--- src/rtl/contador_bcd.sv ---
// Tick-driven 4-digit BCD up/down counter with start/stop/clear control.
// tick_in is synchronised and edge-detected; every output is registered.
module contador_bcd #(
  parameter int SYNC_STAGES = 2,
  parameter bit WRAP        = 1'b1
) (
  input  logic        clk,
  input  logic        reset,
  input  logic        tick_in,
  input  logic        start,
  input  logic        stop,
  input  logic        clear,
  input  logic        up_down,
  output logic [15:0] bcd,
  output logic        running,
  output logic        done,
  output logic        wrap_pulse
);

  typedef enum logic [1:0] {
    IDLE  = 2'd0,
    RUN   = 2'd1,
    PAUSE = 2'd2,
    DONE  = 2'd3
  } state_t;

  state_t                 state;
  logic [SYNC_STAGES-1:0] sync;
  logic                   tick_prev;
  logic                   tick_rise;
  logic [16:0]            step;

  // One BCD step; bit 16 is the carry/borrow out of the top digit.
  function automatic logic [16:0] bcd_step(input logic [15:0] value, input logic up);
    logic [15:0] result;
    logic        carry;
    logic [3:0]  digit;
    result = value;
    carry  = 1'b1;
    for (int i = 0; i < 4; i++) begin
      digit = value[4*i +: 4];
      if (carry) begin
        if (up) begin
          if (digit == 4'd9) begin
            digit = 4'd0;
          end else begin
            digit = digit + 4'd1;
            carry = 1'b0;
          end
        end else begin
          if (digit == 4'd0) begin
            digit = 4'd9;
          end else begin
            digit = digit - 4'd1;
            carry = 1'b0;
          end
        end
      end
      result[4*i +: 4] = digit;
    end
    return {carry, result};
  endfunction

  // Reset to ones so a tick_in held high through reset never looks like a rising edge.
  always_ff @(posedge clk or posedge reset) begin
    if (reset) begin
      sync      <= '1;
      tick_prev <= 1'b1;
    end else begin
      sync      <= {sync[SYNC_STAGES-2:0], tick_in};
      tick_prev <= sync[SYNC_STAGES-1];
    end
  end

  assign tick_rise = sync[SYNC_STAGES-1] & ~tick_prev;
  assign step      = bcd_step(bcd, up_down);

  // Control FSM with count and registered status outputs.
  always_ff @(posedge clk or posedge reset) begin
    if (reset) begin
      state      <= IDLE;
      bcd        <= 16'h0000;
      running    <= 1'b0;
      done       <= 1'b0;
      wrap_pulse <= 1'b0;
    end else begin
      wrap_pulse <= 1'b0;
      if (clear) begin
        state   <= IDLE;
        bcd     <= 16'h0000;
        running <= 1'b0;
        done    <= 1'b0;
      end else begin
        case (state)
          IDLE, PAUSE: begin
            // stop outranks start, so asserting both keeps the count parked
            if (!stop && start) begin
              state   <= RUN;
              running <= 1'b1;
            end
          end
          RUN: begin
            if (stop) begin
              state   <= PAUSE;
              running <= 1'b0;
            end else if (tick_rise) begin
              if (step[16] && !WRAP) begin
                state   <= DONE;
                running <= 1'b0;
                done    <= 1'b1;
              end else begin
                bcd        <= step[15:0];
                wrap_pulse <= step[16];
              end
            end
          end
          DONE: begin
            state <= DONE;
          end
          default: begin
            state   <= IDLE;
            running <= 1'b0;
            done    <= 1'b0;
          end
        endcase
      end
    end
  end

endmodule

--- config.mk ---
export PLATFORM = sky130hd
export DESIGN_NAME = contador_bcd
export DESIGN_NICKNAME = d
export VERILOG_FILES = /design/src/rtl/contador_bcd.sv
export SDC_FILE = /design/constraint.sdc
export NUM_CORES = 1
export LEC_CHECK = 0
export BUFFER_PORTS_ARGS = -buffer_cell sky130_fd_sc_hd__clkbuf_2
export CORE_MARGIN = 8
export CORE_UTILIZATION = 40
export CTS_BUF_LIST = sky130_fd_sc_hd__clkbuf_2
export CTS_CLUSTER_SIZE = 40
export DETAILED_ROUTE_END_ITERATION = 6
export RECOVER_POWER = 100
export SETUP_SLACK_MARGIN = 0.15
export SLEW_MARGIN = 25
export SYNTH_ARGS = -nofsm -noshare
export SYNTH_HDL_FRONTEND = slang
export SYNTH_SLANG_ARGS = --single-unit
--- constraint.sdc ---
create_clock -name clk -period 2 [get_ports clk]
set_input_delay 0.2 -clock clk [delete_from_list [all_inputs] [get_ports clk]]
set_output_delay 0.2 -clock clk [all_outputs]
set_load 0.05 [all_outputs]
* After elaboration in Yosys (flattened, before gate mapping)
Index checks and enable logic that the tools add are counted.
Storage, ports and cells: register bits after elaboration 23, logic and storage cells 95, bits of input ports 7
Cells by class: equal/unequal tests 10, reductions and logical operators 20, muxes and demuxes 46, bitwise logic cells 2, $add $sub $neg 8
Operators by type and width (number):
- $mux W16 | 4
- $mux W4 | 15
- $mux W1 | 22
- $add A4 B1 Y4 const B | 4
- $eq A4 B4 Y1 const B | 4
- $logic_not A4 Y1 | 4
- $sub A4 B1 Y4 const B | 4
- $reduce_and A4 Y1 | 3
- $reduce_bool A2 Y1 | 5
- $mux W2 | 3
- $ne A3 B3 Y1 const B | 2
- $pmux W2 S3 | 1
- $reduce_and A3 Y1 | 2
- $eq A2 B2 Y1 const B | 2
- $reduce_bool A3 Y1 | 1
- $eq A2 B1 Y1 const B | 1
- $logic_not A2 Y1 | 1
- $ne A2 B1 Y1 const B | 1
- $pmux W1 S2 | 1
- $reduce_and A2 Y1 | 1
- $reduce_or A2 Y1 | 1
- $and A1 B1 Y1 | 1
- $logic_and A1 B1 Y1 | 1
- $logic_not A1 Y1 | 1
- $not A1 Y1 | 1

* Logic depth before layout (Yosys ltp)
depth after elaboration 10, mapped depth 7, mapped depth without buffers 4

* Worst setup path before layout
No wires, ideal clock.
path type register to register, from register bcd[1], to register bcd[12], clock period less this slack 2466 ps, path slack -466 ps, stages on the path, launching flop included 7, setup time 125 ps, data required time 1875 ps, data arrival time 2341 ps, buffers on the path 2, cells stage by stage dfrtp_1 > buf_6 > or4_1 > a211o_1 > or3_1 > buf_6 > mux2_4
Between the ends: word-level cells in the longest chain between the ends 7, elaborated cells between the ends (all ways) 9, classes of those cells eq/ne: 1; mux: 5; reduce/logical: 3
Ends and longest elaborated chain:
- start: declaration | RTL line 14 | output logic [15:0] bcd,
- start signal: assignment | RTL line 112 | bcd <= step[15:0];
- $eq A4 B4 Y1 or $logic_not A4 Y1 (tied branches) | RTL line 44, 51
- $mux W1 (on tied branches) | RTL line 44, 51
- $mux W1 * | RTL line 43 | if (up) begin
- $mux W1 * (2 in series) | RTL line 42 | if (carry) begin
- $reduce_bool A2 Y1 (no source line) *
- $reduce_and A4 Y1 (no source line) *
Mark *: on every way between the ends. The rest lies on a longest branch, timed or not. A chain may end at the register's enable or synchronous reset.

* Final worst setup path
from register bcd[2], to register bcd[12]
Same word-level chain as after synthesis.

==> key figures <==
Final layout
  • Design Area, Final: 1840 um2
  • Final core area utilization: 47.0%
  • Fraction of layout cells with a size suffix above 1: 19.2%
  • Final nets: 222
  • Most common cell after layout, fill and taps aside: clkbuf_1
  • Most frequent cells in the layout: clkbuf_1, o21ai_0, dfrtp_1
  • Antenna diodes: 0
  • Area Growth Syn to Fin: 15.4%

Critical path
  • Arr. time, crit path: 2.18 ns
  • Crit start category: register
  • Family with the most delay on the worst path: simple AND/OR/NAND/NOR gates
  • Crit path kind: register to register
  • Crit path required time: 2.25 ns
  • Slowest CP cell: or4_1
  • Buf+Inv Stages, Crit Path: 0
  • CP Capture Type: register
  • CP max stage delay: between 0.4 and 0.5 ns
  • Max Fanout on Critical Path: 3
  • Critical Path, Cell by Cell: or4_1 -> a211o_1 -> or3_4 -> mux2_4

Detailed routing
  • Final ANT Viol Nets: 0
  • 1st-pass router iterations: 4
  • Final WL: 3.81 mm
  • DR DRC count: 0
  • Via/cell ratio: 5.69
  • First DRT Iteration DRCs: 65
  • WL/cell: 14.4 um
  • DR vias: roughly 1,500

Clock tree
  • Cts bufs inserted: 3
  • Root buffer cell: clkbuf_2
  • Clk_lat worst skew: about 0.34 ns
  • Max clock buf depth: 2
  • H-tree depth: 1
  • CTS tree: done
  • Clock sinks: 23
  • Clock slew at reported path FFs: 0.21 ns

Place
  • Post-DP Area: 1790 um2
  • # port buffers: 24
  • Half-perimeter wire length after placement: 2.70 mm
  • Gpl congestion: ~0.85

Die
  • Die ar.: 6260 um2
  • DIE HEIGHT: a little under 80 um
  • Die Wd: 79.1 um
  • Placeable Area: roughly 3900 um2
  • Row Count: 23
  • Initial Util: 40.7%
  • IO Count: 26

Timing
  • Final Hold Fails: 0
  • Setup Viol. Count Final: 0
  • RSZ-0062 raised after global routing: yes
  • Max Slew Vio Count: 0
  • WHS: ~0.25 ns
  • Crit share post-route: between 90% and 100%
  • Final min period: 1.92 ns
  • Clock skew: slightly below 0.005 ns
  • Fmax: 0.520 GHz
  • Worst-Margin Slew: approximately 0.60 ns
  • Max_slew headroom: roughly 60%

GRT
  • First-pass GRT wire length: 6.87 mm
  • Largest net degree at the start of global routing: 35
  • Antenna violations before repair: 0
  • Number of global-route vias before repair: roughly 1,500
  • Total GRT Usage: between 10% and 20%
  • Gr ovfl total: 0

Synth
  • Mapped Cells: 190
  • Distinct cells, synth: 45
  • Number of synthesized register bits: 23
  • Synth warnings: 0
  • Async set or reset register ratio after synthesis: 100%
  • Post-synth top flop: dfrtp_1
  • Post-synth EDFFs: 0
  • Sequential cell area fraction in the yosys report: a little over a third
  • Syn avg cell area: around 8.4 um2
  • Syn_nets: roughly 200
  • Syn Std Cell Area: about 1600 um2

Power
  • P per Cell Area: 425 nW/um2
  • P_leak: 0.739 nW
  • VDD IR max: between 0.2 and 0.25 mV

Run
  • Max-cap violations: 0

Hold path
  • Worst min path class: input pin to register

Status
  • Status: finished, final reports clean
stage by stage:
step           total power (W)  instances  TNS, ns  setup slack, ns
4_1_cts               0.000796        263        0           0.0633
6_report              0.000780        264        0           0.0761
3_3_place_gp          0.000592        257        0           0.0267
3_5_place_dp          0.000596        257        0          0.00996
5_1_grt               0.000834        264        0          0.00175
2_1_floorplan         0.000563        190   -0.700           -0.230
cell families (layout without fill, tap and decap cells):
group,Yosys count,count (layout),synth area share (%)
AOI/OAI and AO/OA,56,56,23.7
xor gates and xnor gates,7,7,3.85
buffers and inverters,28,52,7.78
DFF,23,23,36.4
muxes,6,6,4.40
other,1,1,0.235
and+or+nand+nor,69,69,23.6
power breakdown:
group	internal, W	switching, W	total [W]
Sequential	0.000476	0.00000501	0.000481
Clock	0.0000454	0.000143	0.000189
Combinational	0.0000343	0.0000763	0.000111
Total	0.000556	0.000225	0.000780
final cells by class:
| type | instances | area, um2 |
|---|---|---|
| Inverter | 7 | 26.3 |
| Timing Repair Buffer | 41 | 219 |
| Sequential cell | 23 | 583 |
| Fill cell | 407 | 2080 |
| Clock buffer | 3 | 15.0 |
| Multi-Input combinational cell | 139 | 927 |
| Clock inverter | 1 | 5.00 |
| Tap cell | 50 | 62.6 |
Yosys cell counts (2+ instances only):
library cell / count / area share, %
nor3_1: 10 / 3.1
clkbuf_1: 16 / 3.8
nor2b_1: 5 / 2.0
a221oi_1: 3 / 1.6
inv_1: 7 / 1.6
nand3b_1: 3 / 1.4
nor2_1: 17 / 4.0
nor4b_1: 2 / 1.1
xor2_1: 3 / 1.6
a21oi_1: 10 / 3.1
o221a_2: 2 / 1.4
o311ai_0: 4 / 2.2
nand3_1: 4 / 1.3
a211oi_1: 3 / 1.4
a22oi_1: 2 / 0.94
a211o_1: 5 / 2.7
or3_1: 4 / 1.6
buf_6: 2 / 1.4
or4_1: 2 / 0.94
buf_1: 2 / 0.47
o21ai_0: 17 / 5.3
mux2i_1: 4 / 2.5
nand2_1: 6 / 1.4
mux2_4: 2 / 1.9
a22o_1: 2 / 1.1
xnor2_1: 4 / 2.2
dfstp_2: 3 / 4.9
and3_1: 7 / 2.7
nand2b_1: 2 / 0.79
dfrtp_1: 20 / 31
o31ai_1: 2 / 0.94
nand4b_1: 2 / 1.1
per-layer routing:
metal / global-route usage, % / wire length, um / share of wire, % / vias up
li1: - / - / - / 738
met1: 16.3 / 1690 / 44 / 730
met2: 22.4 / 1940 / 51 / 32
met3: 2.03 / 155 / 4.1 / 2
met4: 5.19 / 25 / 0.66 / 0
met5: 0 / 0 / 0 / -
tightest hold or removal path, delay by kind of cell:
| kind | cells | cell delay (ns) |
|---|---|---|
| simple gates | 2 | 0.20 |
| compound gates | 1 | 0.12 |
| buf+inv | 1 | 0.07 |
sequential cells by signal (all words and copies together) (netlist names):
register / count
sync: 2
state: 2
bcd: 16
wrap_pulse: 1
tick_prev: 1
running: 1
final timing paths:
kind                                     from                    to  slack (ns)  cells past startpoint
hold reg to reg             sync[0]$_DFF_PP1_     sync[1]$_DFF_PP1_        0.38                      0
setup / recovery           bcd[2]$_DFFE_PP0P_   bcd[12]$_DFFE_PP0P_        0.08                      4
setup reg to reg           bcd[2]$_DFFE_PP0P_   bcd[12]$_DFFE_PP0P_        0.08                      4
min in group asynchronous               reset    bcd[4]$_DFFE_PP0P_        0.39                      3
max in group asynchronous               reset     sync[0]$_DFF_PP1_        0.72                      4
hold / removal                          start  state[0]$_DFFE_PP0P_        0.25                      4
what timing repair did:
item | in CTS | in global routing
setup endpoints to repair | 10 | 12
resized for setup | 2 | 8
endpoints found under the hold margin | 12 | 0
hold buffers | 2 | 0
buffers inserted | 0 | 1
pin swaps | 3 | 0
No activity file was read; power rests on OpenSTA's default activity.
